--- src/rtl/rpn_stack_ctrl.sv ---
// Operand stack and ADD/SUB sequencer for the RPN ALU.
// Pops two operands onto the external ripple adder, waits one settle cycle, then pushes the result back.
module rpn_stack_ctrl #(
   parameter int DEPTH = 4,
   parameter int DW    = 8
) (
   input  logic                         clk,
   input  logic                         rst,
   input  logic                         push,
   input  logic [DW-1:0]                push_data,
   input  logic                         op_valid,
   input  logic [1:0]                   op_sel,
   output logic [DW-1:0]                alu_a,
   output logic [DW-1:0]                alu_b,
   output logic                         alu_cin,
   input  logic [DW-1:0]                alu_s,
   input  logic                         alu_co,
   output logic                         busy,
   output logic [DW-1:0]                tos,
   output logic [$clog2(DEPTH+1)-1:0]   depth,
   output logic                         carry_flag,
   output logic                         ovf_flag,
   output logic                         err
);

   localparam int DPW = $clog2(DEPTH+1);
   localparam logic [1:0] OP_ADD  = 2'b00;
   localparam logic [1:0] OP_SUB  = 2'b01;
   localparam logic [1:0] OP_DROP = 2'b10;
   localparam logic [1:0] OP_SWAP = 2'b11;

   typedef enum logic [1:0] {IDLE, OPER, WRITE} state_t;

   state_t          state_q, state_d;
   logic [DPW-1:0]  depth_q, depth_d;
   logic [DW-1:0]   stk_q [DEPTH];
   logic [DW-1:0]   stk_d [DEPTH];
   logic [DW-1:0]   alu_a_q, alu_a_d;
   logic [DW-1:0]   alu_b_q, alu_b_d;
   logic            alu_cin_q, alu_cin_d;
   logic [DW-1:0]   res_q, res_d;
   logic            rco_q, rco_d;
   logic            carry_q, carry_d;
   logic            ovf_q, ovf_d;
   logic            err_q, err_d;
   logic [DW-1:0]   ent_a, ent_b;

   // ent_b is the top entry, ent_a the one beneath; both read 0 when absent
   always_comb begin
      ent_a = '0;
      ent_b = '0;
      for (int i = 0; i < DEPTH; i++)
         if (depth_q == DPW'(i+1)) ent_b = stk_q[i];
      for (int i = 0; i < DEPTH-1; i++)
         if (depth_q == DPW'(i+2)) ent_a = stk_q[i];
   end

   always_comb begin
      state_d   = state_q;
      depth_d   = depth_q;
      stk_d     = stk_q;
      alu_a_d   = alu_a_q;
      alu_b_d   = alu_b_q;
      alu_cin_d = alu_cin_q;
      res_d     = res_q;
      rco_d     = rco_q;
      carry_d   = carry_q;
      ovf_d     = ovf_q;
      err_d     = 1'b0;
      case (state_q)
         IDLE: begin
            if (op_valid) begin
               case (op_sel)
                  OP_ADD, OP_SUB: begin
                     if (depth_q < DPW'(2)) begin
                        err_d = 1'b1;
                     end else begin
                        alu_a_d   = ent_a;
                        alu_b_d   = (op_sel == OP_SUB) ? ~ent_b : ent_b;
                        alu_cin_d = (op_sel == OP_SUB);
                        state_d   = OPER;
                     end
                  end
                  OP_DROP: begin
                     if (depth_q == '0) err_d = 1'b1;
                     else               depth_d = depth_q - DPW'(1);
                  end
                  OP_SWAP: begin
                     if (depth_q < DPW'(2)) begin
                        err_d = 1'b1;
                     end else begin
                        for (int i = 0; i < DEPTH-1; i++)
                           if (depth_q == DPW'(i+2)) begin
                              stk_d[i]   = ent_b;
                              stk_d[i+1] = ent_a;
                           end
                     end
                  end
                  default: ;
               endcase
            end else if (push) begin
               if (depth_q == DPW'(DEPTH)) begin
                  err_d = 1'b1;
               end else begin
                  for (int i = 0; i < DEPTH; i++)
                     if (depth_q == DPW'(i)) stk_d[i] = push_data;
                  depth_d = depth_q + DPW'(1);
               end
            end
         end
         OPER: begin
            res_d   = alu_s;
            rco_d   = alu_co;
            state_d = WRITE;
         end
         WRITE: begin
            for (int i = 0; i < DEPTH-1; i++)
               if (depth_q == DPW'(i+2)) stk_d[i] = res_q;
            depth_d = depth_q - DPW'(1);
            carry_d = rco_q;
            ovf_d   = (alu_a_q[DW-1] == alu_b_q[DW-1]) && (res_q[DW-1] != alu_a_q[DW-1]);
            state_d = IDLE;
         end
         default: state_d = IDLE;
      endcase
   end

   always_ff @(posedge clk) begin
      if (rst) begin
         state_q   <= IDLE;
         depth_q   <= '0;
         for (int i = 0; i < DEPTH; i++) stk_q[i] <= '0;
         alu_a_q   <= '0;
         alu_b_q   <= '0;
         alu_cin_q <= 1'b0;
         res_q     <= '0;
         rco_q     <= 1'b0;
         carry_q   <= 1'b0;
         ovf_q     <= 1'b0;
         err_q     <= 1'b0;
      end else begin
         state_q   <= state_d;
         depth_q   <= depth_d;
         stk_q     <= stk_d;
         alu_a_q   <= alu_a_d;
         alu_b_q   <= alu_b_d;
         alu_cin_q <= alu_cin_d;
         res_q     <= res_d;
         rco_q     <= rco_d;
         carry_q   <= carry_d;
         ovf_q     <= ovf_d;
         err_q     <= err_d;
      end
   end

   assign alu_a      = alu_a_q;
   assign alu_b      = alu_b_q;
   assign alu_cin    = alu_cin_q;
   assign busy       = (state_q != IDLE);
   assign tos        = ent_b;
   assign depth      = depth_q;
   assign carry_flag = carry_q;
   assign ovf_flag   = ovf_q;
   assign err        = err_q;

endmodule

--- config.mk ---
export PLATFORM = sky130hd
export DESIGN_NAME = rpn_stack_ctrl
export DESIGN_NICKNAME = d
export VERILOG_FILES = /design/src/rtl/rpn_stack_ctrl.sv
export SDC_FILE = /design/constraint.sdc
export NUM_CORES = 1
export LEC_CHECK = 0
export CAP_MARGIN = 15
export CORE_MARGIN = 4
export CORE_UTILIZATION = 54
export DETAILED_ROUTE_END_ITERATION = 6
export PLACE_DENSITY_LB_ADDON = 0.15
export SETUP_SLACK_MARGIN = 0.4
export SLEW_MARGIN = 20
export SYNTH_ARGS = -nofsm -noshare
export SYNTH_HDL_FRONTEND = slang
export SYNTH_SLANG_ARGS = --single-unit
--- constraint.sdc ---
create_clock -name clk -period 3.8 [get_ports clk]
set_input_delay 0.57 -clock clk [delete_from_list [all_inputs] [get_ports clk]]
set_output_delay 0.57 -clock clk [all_outputs]
set_load 0.005 [all_outputs]
==> results of run 1 <==
## sequential cells by signal, summed over array words and instances (netlist names), 2 cells and up
signal,cells
alu_a,8
alu_b,8
depth,3
res_q,8
state_q,2
stk_q,32
## metrics by stage
stage	instance area, sq um	instances
global placement	4674	636
CTS	4856	652
detailed placement	4674	636
global route	4862	652
floorplan	4193	517
finish	4862	652
## cells by family (layout without fill, tap and decap cells)
logic type                 Yosys count  in the layout
AOI/OAI and AO/OA                  166            166
muxes                               10             10
adders and majority gates            7              7
buffers and inverters               63             99
DFF                                 66             66
and+or+nand+nor                    205            205
## worst max-delay path, stage by stage, from the launching register on
cell and delay [ns]:
dfxtp_1 0.43, ha_1 0.18, ha_1 0.15, buf_6 0.21, a21boi_1 0.18, buf_4 0.25
nand2_1 0.12, and3_1 0.22, inv_1 0.05, clkdlybuf4s50_1 0.49
## worst max path at each step
| stage | cells after the start | endpoint | startpoint |
|---|---|---|---|
| global route | 9 | tos[7] | depth[0] |
| detailed placement | 5 | tos[6] | depth[1] |
| CTS | 8 | tos[5] | depth[2] |
| floorplan | 12 | stk_q[11] | depth[1] |
| finish | 9 | tos[7] | depth[0] |
| global placement | 8 | tos[4] | depth[2] |
## area by class of cell
class                           instances  area, sq um  share of cell area, %
Clock inverter                          6        41.29                 0.8492
Timing Repair Buffer                   66        629.4                  12.94
Inverter                               17        63.81                  1.312
Multi-Input combinational cell        388         2542                  52.29
Tap cell                               99        123.9                  2.548
Sequential cell                        66         1324                  27.23
Clock buffer                           10        137.6                  2.831
## layout by cell type, fill, tap and decap left out, types with 4 or more instances in the layout
master,count
a2111oi_0,4
buf_4,11
nand4_1,8
nor2b_1,11
a211o_2,4
nand3b_1,10
nor3_1,9
a21oi_1,22
a31oi_1,20
nand3_1,14
nor2_1,36
a211oi_1,13
a32o_1,5
clkdlybuf4s50_1,53
a32oi_1,8
mux2_2,5
clkbuf_8,10
mux2i_1,5
or2_2,4
ha_1,6
o211ai_1,10
or3b_2,5
and3_1,15
inv_1,17
a211o_1,5
a311oi_1,13
a221oi_1,5
a21o_1,8
nor4bb_1,4
nand2b_1,6
nand2_1,67
o21ai_0,11
dfxtp_1,64
## per-layer routing
| metal | global-route usage, % | vias up | part of all wire [%] |
|---|---|---|---|
| li1 | - | 2015 | - |
| met1 | 36.38 | 2044 | 41 |
| met2 | 45.89 | 246 | 46 |
| met3 | 4.457 | 66 | 8.0 |
| met4 | 18.48 | 0 | 5.4 |
| met5 | 0 | - | 0 |
## power by group
part	switching, uW	internal (uW)	total, uW	leakage, uW
registers	30.3	718	748	0.000535
logic	190	134	323	0.00111
clock network	295	254	549	0.0000847
## repair_timing
| item | 4_1_cts | 5_1_grt |
|---|---|---|
| resized for setup | 1 | 3 |
| endpoints found under the hold margin | 0 | 0 |
| setup endpoints to repair | 2 | 7 |
==> flow_metrics.py, run 1 <==
metrics = {
    "worst_hold_path": {
        "holdPathEnd": "alu_a[6]",
        "hp-start": "alu_a[6]",
        "hold_path_depth": 2,
        "hp-class": "reg2reg",
    },
    "yosys": {
        "synth_top_family_by_area": "compound AO/OA/AOI/OAI gates",
        "synth_top_area_share_pct": 31.51,
        "synthSimpleGateAreaFrac_pct": 25.19,
        "synth.area.mux_share_pct": 2.537,
        "synth_commonest_cells": "nand2_1, dfxtp_1, nor2_1",
        "synthCells": 517,
        "ys_top_cells_by_area": "dfxtp_1, nand2_1, nor2_1",
        "synth-seq-area-share_pct": 31.51,
        "synth_fa_ha_area_share_pct": 2.089,
        "ys_async_sr_fraction_pct": 0,
        "synth_xor_xnor_area_share_pct": 0,
        "synth_cell_type_count": 70,
        "synth_area_leader_cell": "dfxtp_1",
        "yosysWarnings": 0,
        "synth_ff_type": "dfxtp_1",
        "synth-compound-area-share_pct": 30.77,
        "synth-seq-cells": 66,
        "syn_nets": 547,
        "yosysMostFrequentCell": "nand2_1",
        "syn_area_sq_um": 4193,
        "synth_edf_count": 0,
        "syn_avg_cell_area_sq_um": 8.110,
    },
    "drt": {
        "ant_nets": 0,
        "drcViolationCount": 0,
        "wl_um": 12990,
        "vias": 4371,
        "dr.pass1.iters": 5,
        "vias_per_cell": 6.704,
        "drtIter0Drc": 481,
        "wire_per_inst_um": 19.92,
    },
    "sta": {
        "slew_headroom_pct": 35.83,
        "setup-violations-final": 0,
        "period_needed_ns": 3.214,
        "post-route-period-util_pct": 84.59,
        "rsz0062_at_grt": "no",
        "worst_pin_slew_ns": 0.9625,
        "tns_ns": 0,
        "fin_skew_ns": 0.005492,
        "hold_ws_ns": 0.4556,
        "timing.fmax_ghz": 0.3111,
        "hold_violations": 0,
        "setup_ws_ns": 0.5856,
        "maxSlewViolCount": 0,
    },
    "power_and_ir_drop": {
        "leakagePower_uw": 0.001727,
        "p_per_area_nw_per_um2": 333.2,
        "vdd_drop_max_v": 0.0002535,
        "power_uw": 1620,
    },
    "floorplanning": {
        "die_area_sq_um": 9238,
        "fp.dieH_um": 96.12,
        "rows": 31,
        "start_util_pct": 56.60,
        "core_area_sq_um": 7408,
        "die_w_um": 96.12,
        "io_pins": 55,
    },
    "finish": {
        "layout-drive-gt1-share_pct": 10.85,
        "fin_util_pct": 65.63,
        "fillCellCount": 644,
        "finalNetCount": 578,
        "diodes": 0,
        "area_delta_synth_final_pct": 15.97,
    },
    "clock_tree": {
        "path_clk_slew_ns": 0.08,
        "cts_buffer_depth": 2,
        "cts_tree": "yes",
        "ctsHtreeMaxLevel": 3,
        "cts-root-buf": "clkbuf_8",
        "cts_sinks": 66,
        "clock_latency_ns": 0.35,
        "postCtsHoldBufs": 0,
        "numCtsBuffers": 9,
        "post_cts_buffers": 0,
    },
    "global_routing": {
        "grt_pass1_vias": 4162,
        "grt_usage_pct": 28.93,
        "grt_pass1_wl_um": 20560,
        "grt_antenna_before_repair": 0,
        "grt_overflow": 0,
        "grt_max_degree": 48,
    },
    "critical_path": {
        "r2r_setup_slack_ns": 0.76,
        "cp.required_ns": 3.23,
        "crit_path_end_kind": "output pin",
        "r2r_end": "stk_q[14]",
        "arrival_ns": 2.64,
        "crit_path_start_kind": "flip-flop",
        "crit_type": "reg2out",
        "r2r_cells": 9,
        "path_max_fanout": 23,
        "r2r_start": "depth[0]",
    },
    "placed_design": {
        "gp_congestion": 0.9058,
        "pre_cts_ws_ns": 0.7287,
        "hpwlAfterDp_um": 8958,
        "numPortBuffers": 54,
    },
    "flow_run": {
        "max_cap_violations": 0,
    },
    "outcome": {
        "status": "finished clean",
    },
}
(Power assumes the default switching activity.)
==> inputs of run 2 (changes only) <==
CORE_UTILIZATION = 50   (was 54)
clock period = 2.6 ns   (was 3.8 ns; I/O delays follow)
==> flow_metrics.py, run 2 (synthesis gave the netlist of run 1 again) <==
metrics = {
    "critical_path": {
        "crit_path_end_kind": "output pin",
        "cp.required_ns": 2.21,
        "path_max_fanout": 4,
        "crit_type": "reg2out",
        "crit_path_start_kind": "flip-flop",
        "arrival_ns": 1.99,
    },
    "finish": {
        "finalNetCount": 650,
        "largest_reg_flops": 32,
        "mostFrequentLayoutCells": "dfxtp_1, nand2_1, buf_4",
        "area_delta_synth_final_pct": 40.05,
        "layout-drive-gt1-share_pct": 29.44,
        "final_area_sq_um": 5872,
        "regMostFlops": "stk_q",
        "diodes": 0,
        "final_common_cell": "dfxtp_1",
    },
    "sta": {
        "post-route-period-util_pct": 91.39,
        "period_needed_ns": 2.376,
        "setup-violations-final": 0,
        "hold_violations": 0,
        "rsz0062_at_grt": "yes",
        "maxSlewViolCount": 0,
        "timing.fmax_ghz": 0.4209,
        "worst_pin_slew_ns": 1.004,
        "setup_ws_ns": 0.2240,
        "fin_skew_ns": 0.01068,
        "tns_ns": 0,
        "hold_ws_ns": 0.4602,
        "slew_headroom_pct": 33.09,
    },
    "clock_tree": {
        "cts_tree": "yes",
        "numCtsBuffers": 9,
        "cts-root-buf": "clkbuf_8",
        "cts_buffer_depth": 2,
        "ctsHtreeMaxLevel": 3,
        "clock_latency_ns": 0.36,
        "cts_sinks": 66,
        "path_clk_slew_ns": 0.09,
    },
    "placed_design": {
        "numPortBuffers": 54,
        "placed_area_sq_um": 5017,
        "pre_cts_ws_ns": 0.1205,
        "gp_congestion": 0.9076,
        "hpwlAfterDp_um": 10010,
    },
    "global_routing": {
        "grt_pass1_wl_um": 23940,
        "grt_overflow": 0,
        "grt_max_degree": 28,
        "grt_usage_pct": 30.53,
        "grt_antenna_before_repair": 0,
        "grt_pass1_vias": 4701,
    },
    "drt": {
        "drcViolationCount": 1,
        "vias": 4839,
        "drtIter0Drc": 547,
        "ant_nets": 0,
        "dr.pass1.iters": 7,
        "wire_per_inst_um": 21.32,
        "vias_per_cell": 6.629,
        "wl_um": 15570,
    },
    "outcome": {
        "violations": "DRC",
        "status": "finished, violations left",
    },
    "floorplanning": {
        "rows": 33,
        "die_w_um": 99.57,
        "core_area_sq_um": 8175,
        "die_area_sq_um": 9914,
        "io_pins": 55,
        "fp.dieH_um": 99.57,
        "start_util_pct": 51.29,
    },
    "power_and_ir_drop": {
        "vdd_drop_max_v": 0.0003150,
        "p_per_area_nw_per_um2": 471.3,
        "leakagePower_uw": 0.002251,
    },
    "flow_run": {
        "max_cap_violations": 0,
    },
    "worst_hold_path": {
        "hp-class": "reg2reg",
    },
}
## run 2: stage by stage
stage | instances | total power [uW] | utilization [%]
detailed placement | 675 | 1644 | 61.37
finish | 730 | 2768 | 71.82
global placement | 675 | 1636 | 61.37
floorplan | 517 | 1447 | -
global route | 730 | 2853 | 71.82
CTS | 721 | 2689 | 69.04
## run 2: cell type report
| type | instances | area, sq um |
|---|---|---|
| sequential | 66 | 1333 |
| timing repair buffer | 138 | 1256 |
| inverter | 17 | 76.32 |
| fill | 617 | 2303 |
| clock buffer | 11 | 162.7 |
| clock inverter | 5 | 58.81 |
| tap | 105 | 131.4 |
| multi-input combinational | 388 | 2854 |
## run 2: report_power, final
group / internal [uW] / total (uW) / switching (uW)
clock network: 529 / 986 / 457
registers: 1050 / 1090 / 39.8
logic: 321 / 693 / 372
total: 1900 / 2770 / 869
## run 2: layer usage
layer  up-vias  track usage [%]  share of wire [%]
met5         -                0                  0
met1      2288            37.01                 39
li1       2170                -                  -
met2       305            51.14                 48
met3        76            4.558                8.0
met4         0            18.07                5.3
## run 2: final timing paths
kind                  from  slack [ns]  cells past startpoint        end
setup / recovery  depth[1]        0.22                      8     tos[7]
hold / removal     alu_cin        0.46                      2    alu_cin
setup reg to reg  depth[1]        0.33                     11  stk_q[11]
hold reg to reg    alu_cin        0.46                      2    alu_cin
## run 2: timing repair
action,4_1_cts,5_1_grt
pin swaps,8,21
hold buffers,0,0
resized for setup,81,36
setup buffers,29,8
setup endpoints to repair,36,35
cloned,1,1
## run 2: critical path, cell delays in order (launching register included)
cell and delay [ns]:
dfxtp_4 0.38, ha_4 0.17, ha_4 0.18, or2_4 0.26, buf_6 0.14, a21o_1 0.18
and3_4 0.19, inv_2 0.05, buf_6 0.08
